<file path="config.mk">
export PLATFORM = sky130hd
export DESIGN_NAME = seg_scan_driver
export DESIGN_NICKNAME = d
export VERILOG_FILES = /design/src/rtl/seg_scan_driver.sv
export SDC_FILE = /design/constraint.sdc
export NUM_CORES = 1
export LEC_CHECK = 0
export CORE_UTILIZATION = 50
export CTS_CLUSTER_DIAMETER = 200
export DETAILED_ROUTE_END_ITERATION = 7
export DONT_BUFFER_PORTS = 1
export GPL_TIMING_DRIVEN = 0
export PLACE_DENSITY = 0.66
export SYNTH_ARGS = -nofsm -noshare
export SYNTH_HDL_FRONTEND = slang
export SYNTH_SLANG_ARGS = --single-unit
export TNS_END_PERCENT = 5
</file>
<file path="constraint.sdc">
create_clock -name clk -period 4.1 [get_ports clk]
set_input_delay 0.41 -clock clk [delete_from_list [all_inputs] [get_ports clk]]
set_output_delay 0.41 -clock clk [all_outputs]
set_load 0.02 [all_outputs]
</file>
<file path="src/rtl/seg_scan_driver.sv">
// seg_scan_driver: 4-digit seven-segment scan driver with frame-synchronous value update.
//   clk        : system clock
//   reset      : asynchronous active-low reset
//   en         : scan enable (0 = display dark, scan position held at digit 0)
//   load       : single-cycle strobe, captures value/dp_mask/blank_mask into the shadow
//   value      : four hex nibbles, digit0 = value[3:0] ... digit3 = value[15:12]
//   dp_mask    : decimal point per digit
//   blank_mask : force digit dark per digit
//   digi       : [11:8] AN3..AN0, [7] DP, [6:0] segments g..a (registered)
//   frame_done : one-cycle pulse on the edge the scan wraps from digit 3 to digit 0
//   pending    : shadow holds a value not yet applied to the display
// Optional build macro: SEG_LEADING_ZERO_BLANK_EN blanks the segments of digits above the
// most significant nonzero nibble (digit 0 is never auto-blanked).
module seg_scan_driver #(
  parameter int unsigned SCAN_DIV   = 50000,
  parameter bit          ACTIVE_LOW = 1'b1
) (
  input  logic        clk,
  input  logic        reset,
  input  logic        en,
  input  logic        load,
  input  logic [15:0] value,
  input  logic [3:0]  dp_mask,
  input  logic [3:0]  blank_mask,
  output logic [11:0] digi,
  output logic        frame_done,
  output logic        pending
);

  localparam int unsigned PW        = (SCAN_DIV > 1) ? $clog2(SCAN_DIV) : 1;
  localparam logic [PW-1:0] PRESC_MAX = PW'(SCAN_DIV - 1);
  localparam logic [11:0] DIGI_OFF  = ACTIVE_LOW ? 12'hFFF : 12'h000;

  typedef struct packed {
    logic [15:0] value;
    logic [3:0]  dp;
    logic [3:0]  blank;
  } disp_t;

  logic [PW-1:0] presc_q, presc_d;
  logic [1:0]    idx_q, idx_d;
  disp_t         shadow_q, shadow_d;
  disp_t         active_q, active_d;
  logic          pending_q, pending_d;
  logic          frame_done_q, frame_done_d;
  logic [11:0]   digi_q, digi_d;

  // Hex font, active-high gfedcba.
  function automatic logic [6:0] hex_font(input logic [3:0] n);
    logic [6:0] s;
    case (n)
      4'h0: s = 7'h3F;  4'h1: s = 7'h06;  4'h2: s = 7'h5B;  4'h3: s = 7'h4F;
      4'h4: s = 7'h66;  4'h5: s = 7'h6D;  4'h6: s = 7'h7D;  4'h7: s = 7'h07;
      4'h8: s = 7'h7F;  4'h9: s = 7'h6F;  4'hA: s = 7'h77;  4'hB: s = 7'h7C;
      4'hC: s = 7'h39;  4'hD: s = 7'h5E;  4'hE: s = 7'h79;  default: s = 7'h71;
    endcase
    return s;
  endfunction

`ifdef SEG_LEADING_ZERO_BLANK_EN
  // Digit idx is a leading zero when it and every higher nibble are zero.
  function automatic logic lead_zero(input logic [1:0] idx, input logic [15:0] v);
    logic z;
    case (idx)
      2'd0:    z = 1'b0;
      2'd1:    z = (v[15:4] == 12'h000);
      2'd2:    z = (v[15:8] == 8'h00);
      default: z = (v[15:12] == 4'h0);
    endcase
    return z;
  endfunction
`endif

  // Display word for one digit slot; a blanked digit keeps its anode.
  function automatic logic [11:0] render(input logic [1:0] idx, input disp_t d);
    logic [3:0]  nib;
    logic        seg_off;
    logic        dp_on;
    logic [6:0]  seg;
    logic [11:0] w;
    nib     = d.value[{idx, 2'b00} +: 4];
    seg_off = d.blank[idx];
    dp_on   = d.dp[idx] & ~d.blank[idx];
`ifdef SEG_LEADING_ZERO_BLANK_EN
    seg_off = seg_off | lead_zero(idx, d.value);
`endif
    seg = seg_off ? 7'h00 : hex_font(nib);
    w   = {4'(4'b0001 << idx), dp_on, seg};
    return ACTIVE_LOW ? ~w : w;
  endfunction

  // Scan position, frame-boundary transfer and display word.
  always_comb begin
    logic tick;
    logic boundary;
    presc_d      = presc_q;
    idx_d        = idx_q;
    shadow_d     = shadow_q;
    active_d     = active_q;
    pending_d    = pending_q;
    frame_done_d = 1'b0;
    digi_d       = DIGI_OFF;
    tick         = 1'b0;
    boundary     = 1'b0;

    if (en) begin
      tick     = (presc_q == PRESC_MAX);
      boundary = tick && (idx_q == 2'd3);
      presc_d  = tick ? '0 : presc_q + PW'(1);
      if (tick) idx_d = idx_q + 2'd1;
    end else begin
      presc_d = '0;
      idx_d   = '0;
    end

    frame_done_d = boundary;

    // Transfer uses the old shadow; a coincident load lands in the shadow afterwards.
    if (pending_q && (!en || boundary)) begin
      active_d  = shadow_q;
      pending_d = 1'b0;
    end
    if (load) begin
      shadow_d  = '{value: value, dp: dp_mask, blank: blank_mask};
      pending_d = 1'b1;
    end

    // Rendered from next-state data so the word tracks idx on the same edge.
    if (en) digi_d = render(idx_d, active_d);
  end

  always_ff @(posedge clk or negedge reset) begin
    if (!reset) begin
      presc_q      <= '0;
      idx_q        <= '0;
      shadow_q     <= '0;
      active_q     <= '0;
      pending_q    <= 1'b0;
      frame_done_q <= 1'b0;
      digi_q       <= DIGI_OFF;
    end else begin
      presc_q      <= presc_d;
      idx_q        <= idx_d;
      shadow_q     <= shadow_d;
      active_q     <= active_d;
      pending_q    <= pending_d;
      frame_done_q <= frame_done_d;
      digi_q       <= digi_d;
    end
  end

  assign digi       = digi_q;
  assign frame_done = frame_done_q;
  assign pending    = pending_q;

endmodule

</file>
Yosys cells after proc, flatten, opt, wreduce, memory -nomap -nowiden
Memories as Yosys holds them, arrays and structs flattened.
Cells that the tools add are included.
- register bits: 80
- memory bits (read-only): 112
- output and inout bits: 14
- word-level logic and storage cells: 42
- memories kept: 1
- $add $sub $neg: 2
- magnitude comparators: 1
- eq/ne operators: 2
- shift operators: 2
- multiplexer cells: 15
- bitwise operators: 3
- reductions and logical operators: 5
- memory list (memory ; words ; width ; rd ports ; clocked after memory_dff ; write ports ; line ; text):
    (no name shown) ; 16 ; 7 ; 1 ; 0 ; 0 ; 51 ; case (n)
- operator list (kind ; number):
    16-bit two-way mux ; 2
    24-bit two-way mux ; 1
    16-bit by 1-bit adder with 16-bit output, second input constant ; 1
    16-bit equality test, second input constant ; 1
    16-bit by 5-bit variable part select with 4-bit output ; 1
    7-bit two-way mux ; 2
    12-bit two-way mux ; 1
    12-bit NOT ; 1
    1-bit two-way mux ; 5
    1-bit binary-select mux with 2-bit select ; 2
    2-bit two-way mux ; 2
    1-bit by 2-bit << shifter with 4-bit output, first input constant ; 1
    2-bit by 3-bit < comparator with 1-bit output, second input constant ; 1
    2-bit by 1-bit adder with 2-bit output, second input constant ; 1
    2-bit equality test, second input constant ; 1
    1-bit logical AND ; 2
    2-bit nonzero test ; 1
    1-bit bitwise AND ; 1
    1-bit logical NOT ; 1
    1-bit logical OR ; 1
    1-bit NOT ; 1

Longest topological paths before layout
Gate-level depths: netlist of the first run.
- depth after elaboration: 12
- depth in mapped cells: 14

Worst setup path after synthesis of the first run
OpenSTA, ideal clock, no wires.
- path type: register to register
- start point: reg presc_q[4]
- end point: reg digi_q[3], in the netlist digi[3]
- library setup time: 94 ps
- arrival: 2819 ps
- data required time: 4006 ps
- setup slack: 1186 ps
- cell stages (with the launch flop): 14
- path buffers: 2
- period minus slack after synthesis: 2914 ps
- path through: dfrtp_1 nor4b_2 nand4_2 a21boi_4 buf_8 buf_4 mux2_2 o22ai_1 nor2_1 inv_1 ha_1 mux2_4 mux2i_1 nand2_1
- RTL lines (item ; line ; text):
    start, declared ; 40 ; logic [PW-1:0] presc_q, presc_d;
    start signal, assigned ; 142 ; presc_q <= presc_d;
    end signal, assigned ; 148 ; digi_q <= digi_d;
    end, declared ; 46 ; logic [11:0] digi_q, digi_d;

==> metrics.txt, run 1 <==
# TYPE chip_impl_metric gauge
chip_impl_metric{name="synthArstFlopShare",unit=""} 1.00
chip_impl_metric{name="seq_area",unit="um^2"} 2020
chip_impl_metric{name="final-hold-violation-count",unit=""} 0
chip_impl_metric{name="synthesis.instances",unit=""} 275
chip_impl_metric{name="final.fill_count",unit=""} 582
chip_impl_metric{name="r2r_setup_slack",unit="ps"} 720
chip_impl_metric{name="cts.repair.resized",unit=""} 0
chip_impl_metric{name="post-route-period-util",unit=""} 0.823
chip_impl_metric{name="multi_input_area",unit="um^2"} 1530
chip_impl_metric{name="synth.ff_latch_count",unit=""} 80
chip_impl_metric{name="worstPathMaxFanout",unit=""} 10
chip_impl_metric{name="yosysWarningCount",unit=""} 0
chip_impl_info{name="timing.hold.worst.class",value="in -> reg"} 1
chip_impl_metric{name="route.detailed.drc",unit=""} 0
chip_impl_metric{name="grt_max_degree",unit=""} 81
chip_impl_metric{name="floorplan.io_pins",unit=""} 42
chip_impl_metric{name="cts.clk_slew.worst_paths",unit="ps"} 90
chip_impl_metric{name="global_route.overflow_total",unit=""} 0
chip_impl_metric{name="coreArea",unit="um^2"} 6910
chip_impl_metric{name="routabilityCongestion",unit=""} 0.827
chip_impl_metric{name="powerDensity",unit="nW/um^2"} 433
chip_impl_metric{name="post_layout_minimum_cycle_time",unit="ps"} 3380
chip_impl_metric{name="ff2ff_path_depth",unit=""} 13
chip_impl_info{name="cts.root.buffer_cell",value="sky130_fd_sc_hd__clkbuf_8"} 1
chip_impl_metric{name="leakage",unit="nW"} 1.70
chip_impl_metric{name="buffer_ports.inserted",unit=""} 0
chip_impl_metric{name="vias_in_the_first_global_route",unit=""} 2014
chip_impl_info{name="min_from",value="value[12]"} 1
chip_impl_info{name="rsz0062_at_grt",value="false"} 1
chip_impl_info{name="timing.critical_path.from_type",value="register"} 1
chip_impl_metric{name="power.ir.vdd_worst",unit="uV"} 216
chip_impl_metric{name="met3RoutedLength",unit="um"} 217
chip_impl_metric{name="timing.fmax",unit="GHz"} 0.296
chip_impl_info{name="worst_r2r_startpoint",value="presc_q[4]"} 1
chip_impl_metric{name="initial_utilization",unit=""} 0.527
chip_impl_info{name="timing.hold.worst_endpoint",value="shadow_q[20]"} 1
chip_impl_metric{name="whs_path_depth",unit=""} 1
chip_impl_metric{name="cts_buffers",unit=""} 9
chip_impl_metric{name="fin_tns_setup",unit="ps"} 0
chip_impl_metric{name="syn_avg_cell_area",unit="um^2"} 13.2
chip_impl_metric{name="synth_fp_nets",unit=""} 311
chip_impl_metric{name="fin_worst_skew",unit="ps"} 10.4
chip_impl_metric{name="setup_violations",unit=""} 0
chip_impl_metric{name="synth_area",unit="um^2"} 3640
chip_impl_metric{name="seq_total_area_yosys",unit=""} 0.554
chip_impl_metric{name="grt_usage",unit=""} 0.179
chip_impl_metric{name="finish.net_count",unit=""} 324
chip_impl_info{name="layout.cells.most_common",value="sky130_fd_sc_hd__dfrtp_1"} 1
chip_impl_metric{name="routed_via_density",unit=""} 5.33
chip_impl_metric{name="final_max_slew_viol_count",unit=""} 0
chip_impl_metric{name="dp.final_hpwl",unit="um"} 4260
chip_impl_metric{name="layout-area-overhead-vs-synth",unit="%"} 9.24
chip_impl_info{name="worst_r2r_endpoint",value="digi[3]"} 1
chip_impl_info{name="most-common-layout-cells",value="sky130_fd_sc_hd__dfrtp_1, sky130_fd_sc_hd__mux2_2, sky130_fd_sc_hd__nor2_1"} 1
chip_impl_metric{name="core.rowCount",unit=""} 30
chip_impl_metric{name="cts.sinks",unit=""} 80
chip_impl_metric{name="drive_gt1_frac",unit=""} 0.345
chip_impl_info{name="synth_top_cell_by_area",value="sky130_fd_sc_hd__dfrtp_1"} 1
chip_impl_metric{name="clock_latency",unit="ps"} 360
chip_impl_metric{name="timing.hold.ws",unit="ps"} 196
chip_impl_metric{name="synth_top_cell_area_share",unit=""} 0.467
chip_impl_metric{name="wire_per_inst",unit="um"} 16.0
chip_impl_metric{name="synth_enable_flop_cells",unit=""} 0
chip_impl_info{name="timing.critical_path.to_type",value="register"} 1
chip_impl_metric{name="worst-slew-pin-transition",unit="ps"} 593
chip_impl_metric{name="synth.lib_cells_used.distinct",unit=""} 49
chip_impl_metric{name="horiz_die_dim",unit="um"} 87.4
chip_impl_metric{name="grt_first_pass_wirelength",unit="um"} 10200
chip_impl_info{name="synth_ff_type",value="sky130_fd_sc_hd__dfrtp_1"} 1
chip_impl_info{name="cts_tree",value="done"} 1
chip_impl_info{name="crit_path_cell_trace",value="nor4b_2, nand4_2, a21boi_4, buf_8, buf_4, mux2_2, o22ai_1, nor2_1, inv_1, ha_1, mux2_4, mux2i_1, nand2_1"} 1
chip_impl_metric{name="cp.required",unit="ps"} 4360
chip_impl_metric{name="cts.htree.levels",unit=""} 3
chip_impl_metric{name="slew_headroom",unit=""} 0.604
chip_impl_info{name="status",value="finished clean"} 1
chip_impl_info{name="synth.area.top_cells",value="sky130_fd_sc_hd__dfrtp_1, sky130_fd_sc_hd__mux2_2, sky130_fd_sc_hd__dfstp_2"} 1
chip_impl_metric{name="max-clock-path-buffers",unit=""} 2
chip_impl_metric{name="diodes",unit=""} 0
chip_impl_info{name="worst_path_max_delay_cell",value="sky130_fd_sc_hd__dfrtp_1"} 1
chip_impl_metric{name="floorplan_die_height",unit="um"} 87.4
chip_impl_metric{name="max-cap-violations",unit=""} 0
chip_impl_metric{name="wl",unit="um"} 6210
chip_impl_metric{name="detailedRoute.firstIterationViolations",unit=""} 72
chip_impl_info{name="maxUsedRoutingLayer",value="met4"} 1
chip_impl_metric{name="wl_met1",unit="um"} 3060
chip_impl_metric{name="detail_route_antenna_nets",unit=""} 0
chip_impl_metric{name="num_vias",unit=""} 2074
chip_impl_metric{name="timing.critical_path.slowest_cell_delay",unit="ps"} 470
chip_impl_metric{name="antenna_found_initial",unit=""} 0
chip_impl_metric{name="floorplan.die_area",unit="um^2"} 7630
chip_impl_info{name="path_class",value="reg -> reg"} 1
chip_impl_metric{name="wl_met2",unit="um"} 2820
chip_impl_metric{name="number_of_iterations_in_the_first_detailed_routing_pass",unit=""} 4
chip_impl_metric{name="cp.arrival",unit="ps"} 3630
cells by family after synthesis:
kind of cell,after synthesis,synth area share
compound gates,23,0.0481
xor+xnor,14,0.0337
fa+ha+maj,8,0.0275
buf+inv,17,0.0268
flops,80,0.554
mux,60,0.189
simple gates,73,0.122
synth_stat cells (2+ instances only):
master                      n
sky130_fd_sc_hd__nor2b_1    2
sky130_fd_sc_hd__ha_1       8
sky130_fd_sc_hd__buf_4      2
sky130_fd_sc_hd__o22ai_1    8
sky130_fd_sc_hd__nor4b_4    2
sky130_fd_sc_hd__o21ai_0    2
sky130_fd_sc_hd__mux2i_1    6
sky130_fd_sc_hd__nor2_1    22
sky130_fd_sc_hd__dfrtp_1   68
sky130_fd_sc_hd__nor3b_1    2
sky130_fd_sc_hd__xor2_1     7
sky130_fd_sc_hd__mux2_2    51
sky130_fd_sc_hd__inv_1      7
sky130_fd_sc_hd__dfstp_2   12
sky130_fd_sc_hd__nand3_1    6
sky130_fd_sc_hd__nand2b_2   2
sky130_fd_sc_hd__nand2_1   17
sky130_fd_sc_hd__mux2_4     2
sky130_fd_sc_hd__buf_6      2
sky130_fd_sc_hd__nor3_1     3
sky130_fd_sc_hd__xnor2_1    7
sky130_fd_sc_hd__and3_1     5
sky130_fd_sc_hd__clkbuf_1   4
sky130_fd_sc_hd__or2_1      2
sky130_fd_sc_hd__a211oi_1   2
how the worst max path moves through the flow:
| stage | slack, ps | cells after the start | startpoint | endpoint |
|---|---|---|---|---|
| detailed placement | 710 | 13 | presc_q[4] | digi[3] |
| finish | 720 | 13 | presc_q[4] | digi[3] |
| CTS | 690 | 13 | presc_q[4] | digi[3] |
| global route | 450 | 13 | presc_q[4] | digi[3] |
| global placement | 740 | 13 | presc_q[4] | digi[3] |
| floorplan | 1190 | 13 | presc_q[4] | digi[3] |
layer usage:
layer / up-vias / GRT usage
met3: 10 / 0.0417
li1: 992 / -
met1: 1038 / 0.247
met2: 34 / 0.268
met4: 0 / 0.0849
met5: - / 0
worst max-delay path, delay by kind of cell (launching register included):
kind | cells | cell delay, ps
AOI/OAI and AO/OA | 2 | 420
adders and majority gates | 1 | 300
buffers and inverters | 3 | 540
DFF | 1 | 470
muxes | 3 | 600
and+or+nand+nor | 4 | 940
state kept, by name, summed over array words and instances (netlist names):
name        cells
active_q       24
digi           12
frame_done      1
idx_q           2
pending         1
presc_q        16
shadow_q       24
final cells by class:
cell class | count | area share
plain buffers | 10 | 0.0179
clock buffers | 9 | 0.0311
clock inverters | 7 | 0.0138
inverters | 7 | 0.00660
multi-input cells | 178 | 0.384
flip-flops and latches | 80 | 0.507
well taps | 96 | 0.0302
repair buffers | 2 | 0.00943
where the power goes:
part           switching (mW)  leakage, nW  internal [mW]
clock network           0.306       0.0866          0.226
registers              0.0485        0.963          0.884
logic                   0.126        0.647          0.131
through the flow:
step	instances	total power, mW	util	cell area, um^2	worst slack [ps]
after floorplan	275	1.14	-	3640	1190
after global placement	371	1.18	0.545	3760	741
after detailed placement	371	1.19	0.545	3760	715
after CTS	389	1.74	0.576	3980	690
after global routing	389	1.81	0.576	3980	447
final	389	1.72	0.576	3980	725
what timing repair did:
action	CTS	global route
setup buffers	0	0
hold buffers	2	0
endpoints found under the hold margin	80	0
Power figures use the tool's default switching activity.
==> inputs of run 2 (changes only) <==
- PLACE_DENSITY: 0.66 -> 0.69
- clock period: 4.1 -> 3.05 ns (I/O delays scaled with it)
==> metrics.txt, run 2 (synthesis results as in run 1) <==
# TYPE chip_impl_metric gauge
chip_impl_metric{name="timing.critical_path.slowest_cell_delay",unit="ps"} 470
chip_impl_metric{name="routabilityCongestion",unit=""} 0.828
chip_impl_metric{name="slew_headroom",unit=""} 0.591
chip_impl_metric{name="fin_tns_setup",unit="ps"} 0
chip_impl_metric{name="final-hold-violation-count",unit=""} 0
chip_impl_metric{name="wl",unit="um"} 6380
chip_impl_metric{name="drive_gt1_frac",unit=""} 0.406
chip_impl_metric{name="detailedRoute.firstIterationViolations",unit=""} 91
chip_impl_metric{name="worstPathMaxFanout",unit=""} 10
chip_impl_metric{name="floorplan.io_pins",unit=""} 42
chip_impl_metric{name="initial_utilization",unit=""} 0.527
chip_impl_metric{name="final_max_slew_viol_count",unit=""} 0
chip_impl_metric{name="routed_via_density",unit=""} 5.31
chip_impl_info{name="layout.cells.most_common",value="sky130_fd_sc_hd__dfrtp_1"} 1
chip_impl_metric{name="route.detailed.drc",unit=""} 0
chip_impl_metric{name="detail_route_antenna_nets",unit=""} 0
chip_impl_info{name="timing.critical_path.from_type",value="register"} 1
chip_impl_metric{name="finish.net_count",unit=""} 334
chip_impl_metric{name="number_of_iterations_in_the_first_detailed_routing_pass",unit=""} 4
chip_impl_info{name="cts.root.buffer_cell",value="sky130_fd_sc_hd__clkbuf_8"} 1
chip_impl_metric{name="buffer_ports.inserted",unit=""} 0
chip_impl_info{name="timing.critical_path.to_type",value="register"} 1
chip_impl_metric{name="core.rowCount",unit=""} 30
chip_impl_info{name="worst_r2r_endpoint",value="digi[3]"} 1
chip_impl_metric{name="clock_latency",unit="ps"} 350
chip_impl_metric{name="fin_worst_skew",unit="ps"} 9.52
chip_impl_metric{name="grt_first_pass_wirelength",unit="um"} 10300
chip_impl_metric{name="layout-area-overhead-vs-synth",unit="%"} 14.3
chip_impl_metric{name="num_vias",unit=""} 2118
chip_impl_metric{name="powerDensity",unit="nW/um^2"} 587
chip_impl_metric{name="max-cap-violations",unit=""} 0
chip_impl_metric{name="timing.fmax",unit="GHz"} 0.348
chip_impl_metric{name="leakage",unit="nW"} 1.77
chip_impl_metric{name="dp.final_hpwl",unit="um"} 4350
chip_impl_metric{name="setup_violations",unit=""} 0
chip_impl_metric{name="finish.cell_count_without_fillers",unit=""} 399
chip_impl_info{name="crit_end",value="digi[3]"} 1
chip_impl_metric{name="cp.arrival",unit="ps"} 3140
chip_impl_metric{name="multi_input_area",unit="um^2"} 1590
chip_impl_metric{name="grt_max_degree",unit=""} 81
chip_impl_info{name="worst_r2r_startpoint",value="presc_q[7]"} 1
chip_impl_info{name="critPathLaunch",value="presc_q[7]"} 1
chip_impl_metric{name="placed_cells_incl_taps",unit=""} 371
chip_impl_metric{name="final.fill_count",unit=""} 548
chip_impl_metric{name="r2r_setup_slack",unit="ps"} 170
chip_impl_info{name="crit_path_cell_trace",value="nor4b_4, nand4_4, a21boi_4, buf_8, buf_4, mux2_2, o22ai_2, nor2_4, buf_4, ha_1, inv_1, mux2i_1, mux2i_1, nand2_1"} 1
chip_impl_info{name="status",value="finished clean"} 1
chip_impl_metric{name="post_layout_minimum_cycle_time",unit="ps"} 2880
chip_impl_metric{name="antenna_found_initial",unit=""} 0
chip_impl_metric{name="grt_usage",unit=""} 0.181
chip_impl_metric{name="horiz_die_dim",unit="um"} 87.4
chip_impl_info{name="worst_path_max_delay_cell",value="sky130_fd_sc_hd__dfrtp_2"} 1
chip_impl_metric{name="cts.htree.levels",unit=""} 3
chip_impl_metric{name="post-route-period-util",unit=""} 0.943
chip_impl_info{name="reg.largest.list",value="active_q (24), shadow_q (24), presc_q (16)"} 1
chip_impl_info{name="cts_tree",value="done"} 1
chip_impl_metric{name="global_route.overflow_total",unit=""} 0
chip_impl_metric{name="vias_in_the_first_global_route",unit=""} 2086
chip_impl_info{name="path_class",value="reg -> reg"} 1
chip_impl_info{name="timing.hold.worst.class",value="in -> reg"} 1
chip_impl_metric{name="ff2ff_path_depth",unit=""} 14
chip_impl_metric{name="seq_area",unit="um^2"} 2020
chip_impl_info{name="most-common-layout-cells",value="sky130_fd_sc_hd__dfrtp_1, sky130_fd_sc_hd__mux2_2, sky130_fd_sc_hd__nor2_1"} 1
chip_impl_metric{name="power.ir.vdd_worst",unit="uV"} 398
chip_impl_metric{name="cts_buffers",unit=""} 9
chip_impl_metric{name="coreArea",unit="um^2"} 6910
chip_impl_metric{name="wire_per_inst",unit="um"} 16.0
chip_impl_metric{name="cp.required",unit="ps"} 3310
chip_impl_metric{name="floorplan.die_area",unit="um^2"} 7630
chip_impl_metric{name="worst-slew-pin-transition",unit="ps"} 613
chip_impl_metric{name="diodes",unit=""} 0
chip_impl_metric{name="cts.sinks",unit=""} 80
chip_impl_metric{name="cts.clk_slew.worst_paths",unit="ps"} 80
chip_impl_metric{name="max-clock-path-buffers",unit=""} 2
chip_impl_metric{name="floorplan_die_height",unit="um"} 87.4
-- run 2: cell types whose count changed in the layout (fill, tap and decap cells not counted), sizes merged --
cell	delta
clkinvlp	-1
inv	-2
buf	+10
bufinv	+1
clkbuf	+2
-- run 2: worst min path at each step --
stage              start           end  slack [ps]  cells after the start
2_1_floorplan      reset   active_q[0]           9                      0
3_3_place_gp       reset    presc_q[6]          10                      0
3_5_place_dp       reset    presc_q[6]          10                      0
4_1_cts        value[15]  shadow_q[23]          80                      1
5_1_grt        value[10]  shadow_q[18]          70                      1
6_report       value[10]  shadow_q[18]         100                      1
-- run 2: worst max-delay path, delay by kind of cell, from the launching register on --
family	cells	cell delay, ps
flops	1	470
compound gates	2	420
mux	3	540
simple gates	4	630
fa+ha+maj	1	220
buf+inv	4	510
-- run 2: area by class of cell --
cell class	count	share of cell area
sequential	80	0.485
clock inverter	5	0.0153
buffer	10	0.0189
tap	96	0.0289
timing repair buffer	12	0.0271
clock buffer	11	0.0364
multi-input combinational	178	0.382
inverter	7	0.00631
-- run 2: what timing repair did --
action | in CTS | in global routing
pin swaps | 2 | 6
hold buffers | 2 | 0
resized for setup | 2 | 17
setup buffers | 3 | 7
hold endpoints to repair | 80 | 0
endpoints found under the setup margin | 7 | 6
-- run 2: layer usage --
metal,up-vias,part of all wire,track usage
li1,1011,-,-
met1,1063,0.47,0.255
met2,37,0.48,0.265
met3,7,0.042,0.0626
met4,0,0.0074,0.0537
met5,-,0,0
-- run 2: metrics by stage --
stage               hold WS [ps]  total power, mW   util  area, um^2  setup WS [ps]
CTS                         83.5             2.45  0.585        4040           57.1
global placement            11.4             1.58  0.545        3760           -300
global route                65.2             2.57  0.603        4160          -9.68
finish                      96.2             2.45  0.603        4160            174
detailed placement          11.2             1.60  0.545        3760           -369
floorplan                   9.41             1.53      -        3640            136
-- run 2: report_power, final --
group	total (mW)	internal, mW	leakage [nW]	switching, mW
clock network	0.811	0.428	0.106	0.383
logic	0.381	0.199	0.709	0.182
registers	1.25	1.19	0.958	0.0657
==> inputs of run 3 (changes only) <==
- CORE_UTILIZATION: 50 -> 35
- PLACE_DENSITY: 0.69 -> 0.61
==> metrics.txt, run 3 (synthesis results as in run 1) <==
# TYPE chip_impl_metric gauge
chip_impl_metric{name="worstPathBufferInverterCount",unit=""} 2
chip_impl_metric{name="clock_latency",unit="ps"} 360
chip_impl_info{name="most-common-layout-cells",value="sky130_fd_sc_hd__dfrtp_1, sky130_fd_sc_hd__mux2_2, sky130_fd_sc_hd__nor2_1"} 1
chip_impl_metric{name="cts.sinks",unit=""} 80
chip_impl_metric{name="floorplan_die_height",unit="um"} 104
chip_impl_info{name="cts_tree",value="done"} 1
chip_impl_info{name="status",value="finished clean"} 1
chip_impl_metric{name="cts.clk_slew.worst_paths",unit="ps"} 90
chip_impl_metric{name="final-hold-violation-count",unit=""} 0
chip_impl_metric{name="finish.net_count",unit=""} 327
chip_impl_info{name="cp_top_family",value="multiplexers"} 1
chip_impl_metric{name="cts_buffers",unit=""} 9
chip_impl_metric{name="cp.required",unit="ps"} 3320
chip_impl_metric{name="timing.fmax",unit="GHz"} 0.344
chip_impl_info{name="crit_end",value="digi[3]"} 1
chip_impl_metric{name="seq_area",unit="um^2"} 2020
chip_impl_info{name="timing.critical_path.to_type",value="register"} 1
chip_impl_metric{name="met3RoutedLength",unit="um"} 366
chip_impl_metric{name="r2r_setup_slack",unit="ps"} 140
chip_impl_metric{name="antenna_found_initial",unit=""} 0
chip_impl_metric{name="route.detailed.drc",unit=""} 0
chip_impl_metric{name="wl_met1",unit="um"} 3080
chip_impl_metric{name="post_layout_minimum_cycle_time",unit="ps"} 2910
chip_impl_info{name="worst_r2r_startpoint",value="presc_q[7]"} 1
chip_impl_metric{name="max-cap-violations",unit=""} 0
chip_impl_metric{name="vias_in_the_first_global_route",unit=""} 2257
chip_impl_metric{name="initial_utilization",unit=""} 0.368
chip_impl_metric{name="horiz_die_dim",unit="um"} 104
chip_impl_metric{name="dp.final_hpwl",unit="um"} 4560
chip_impl_metric{name="core.rowCount",unit=""} 36
chip_impl_metric{name="fin_worst_skew",unit="ps"} 10.6
chip_impl_metric{name="timing.hold.ws",unit="ps"} 89.3
chip_impl_info{name="cts.root.buffer_cell",value="sky130_fd_sc_hd__clkbuf_8"} 1
chip_impl_metric{name="grt_usage",unit=""} 0.134
chip_impl_metric{name="grt_max_degree",unit=""} 81
chip_impl_metric{name="number_of_iterations_in_the_first_detailed_routing_pass",unit=""} 4
chip_impl_metric{name="post-route-period-util",unit=""} 0.954
chip_impl_metric{name="wire_per_inst",unit="um"} 15.6
chip_impl_info{name="layout.cells.most_common",value="sky130_fd_sc_hd__dfrtp_1"} 1
chip_impl_info{name="critPathLaunch",value="presc_q[7]"} 1
chip_impl_info{name="timing.critical_path.from_type",value="register"} 1
chip_impl_metric{name="routabilityCongestion",unit=""} 0.753
chip_impl_metric{name="multi_input_area",unit="um^2"} 1570
chip_impl_metric{name="dp_slack",unit="ps"} -326
chip_impl_metric{name="setup_violations",unit=""} 0
chip_impl_info{name="rsz0062_at_grt",value="true"} 1
chip_impl_metric{name="worst-slew-pin-transition",unit="ps"} 579
chip_impl_metric{name="coreArea",unit="um^2"} 9910
chip_impl_metric{name="fin_tns_setup",unit="ps"} 0
chip_impl_metric{name="num_vias",unit=""} 2143
chip_impl_metric{name="powerDensity",unit="nW/um^2"} 591
chip_impl_metric{name="diodes",unit=""} 0
chip_impl_metric{name="final_max_slew_viol_count",unit=""} 0
chip_impl_info{name="maxUsedRoutingLayer",value="met4"} 1
chip_impl_metric{name="buffer_ports.inserted",unit=""} 0
chip_impl_metric{name="intPower",unit="mW"} 1.77
chip_impl_metric{name="global_route.overflow_total",unit=""} 0
chip_impl_metric{name="final.fill_count",unit=""} 956
chip_impl_metric{name="routed_via_density",unit=""} 5.00
chip_impl_metric{name="comb_power_share",unit=""} 0.146
chip_impl_metric{name="wl",unit="um"} 6680
chip_impl_metric{name="cts.htree.levels",unit=""} 3
chip_impl_metric{name="drive_gt1_frac",unit=""} 0.378
chip_impl_metric{name="postLayoutCoreUtil",unit=""} 0.417
chip_impl_metric{name="power.sequential.fraction",unit=""} 0.515
chip_impl_info{name="worst_r2r_endpoint",value="digi[3]"} 1
chip_impl_metric{name="p_sw",unit="mW"} 0.676
chip_impl_metric{name="wl_met2",unit="um"} 3140
chip_impl_info{name="reg.largest.list",value="active_q (24), shadow_q (24), presc_q (16)"} 1
chip_impl_metric{name="leakage",unit="nW"} 1.73
chip_impl_metric{name="postLayoutSetupSlackWorst",unit="ps"} 142
chip_impl_metric{name="max-clock-path-buffers",unit=""} 2
chip_impl_metric{name="floorplan.io_pins",unit=""} 42
chip_impl_info{name="worst_path_max_delay_cell",value="sky130_fd_sc_hd__dfrtp_2"} 1
chip_impl_metric{name="layout-area-overhead-vs-synth",unit="%"} 13.4
chip_impl_metric{name="swShare",unit=""} 0.277
chip_impl_metric{name="detailedRoute.firstIterationViolations",unit=""} 72
chip_impl_metric{name="timing.critical_path.slowest_cell_delay",unit="ps"} 480
chip_impl_metric{name="grt_first_pass_wirelength",unit="um"} 11300
chip_impl_metric{name="slew_headroom",unit=""} 0.614
chip_impl_metric{name="ff2ff_path_depth",unit=""} 12
chip_impl_metric{name="clkPwrFrac",unit=""} 0.340
chip_impl_info{name="crit_path_cell_trace",value="nor4b_4, nand4_4, a21boi_4, buf_8, buf_6, mux2_2, o22ai_1, nor2_2, ha_1, mux2_4, mux2i_1, nand2_1"} 1
chip_impl_metric{name="floorplan.die_area",unit="um^2"} 10800
chip_impl_metric{name="worstPathMaxFanout",unit=""} 10
chip_impl_metric{name="path_depth",unit=""} 12
chip_impl_info{name="path_class",value="reg -> reg"} 1
chip_impl_metric{name="cp.arrival",unit="ps"} 3180
chip_impl_metric{name="power.ir.vdd_worst",unit="uV"} 291
chip_impl_metric{name="detail_route_antenna_nets",unit=""} 0
chip_impl_info{name="timing.hold.worst.class",value="in -> reg"} 1
[run 3: per-stage QoR]
stage | total power [mW] | cell area (um^2) | std cells
2_1_floorplan | 1.53 | 3640 | 275
3_3_place_gp | 1.58 | 3810 | 408
3_5_place_dp | 1.60 | 3810 | 408
4_1_cts | 2.47 | 4070 | 427
5_1_grt | 2.57 | 4130 | 429
6_report | 2.44 | 4130 | 429
[run 3: final cells by class]
type	instances	share of cell area
Clock inverter	7	0.0221
Buffer	10	0.0191
Inverter	7	0.00636
Tap cell	133	0.0403
Multi-Input combinational cell	178	0.379
Clock buffer	9	0.0300
Timing Repair Buffer	5	0.0145
Sequential cell	80	0.489
[run 3: how the worst min path moves through the flow]
stage / start / endpoint / slack, ps / cells past startpoint
2_1_floorplan: reset / active_q[0] / 9 / 0
3_3_place_gp: reset / presc_q[8] / 10 / 0
3_5_place_dp: reset / presc_q[6] / 10 / 0
4_1_cts: dp_mask[3] / shadow_q[7] / 70 / 1
5_1_grt: blank_mask[2] / shadow_q[2] / 60 / 1
6_report: dp_mask[3] / shadow_q[7] / 90 / 1
[run 3: power by group through the flow]
| stage | combinational [mW] | sequential, mW | clock, mW |
|---|---|---|---|
| floorplan | 0.272 | 1.26 | 0 |
| global placement | 0.312 | 1.27 | 0 |
| detailed placement | 0.322 | 1.28 | 0 |
| CTS | 0.352 | 1.26 | 0.865 |
| global route | 0.395 | 1.27 | 0.909 |
| finish | 0.356 | 1.26 | 0.829 |
[run 3: what timing repair did]
action,in CTS,in global routing
setup buffers,1,2
gates resized for setup,1,12
pin swaps,1,5
hold endpoints to repair,80,0
setup endpoints to repair,7,7
hold buffers,2,0
[run 3: layer usage]
layer,up-vias,track usage
met3,9,0.0482
met4,0,0.0531
met5,-,0
met2,46,0.204
met1,1090,0.174
li1,998,-
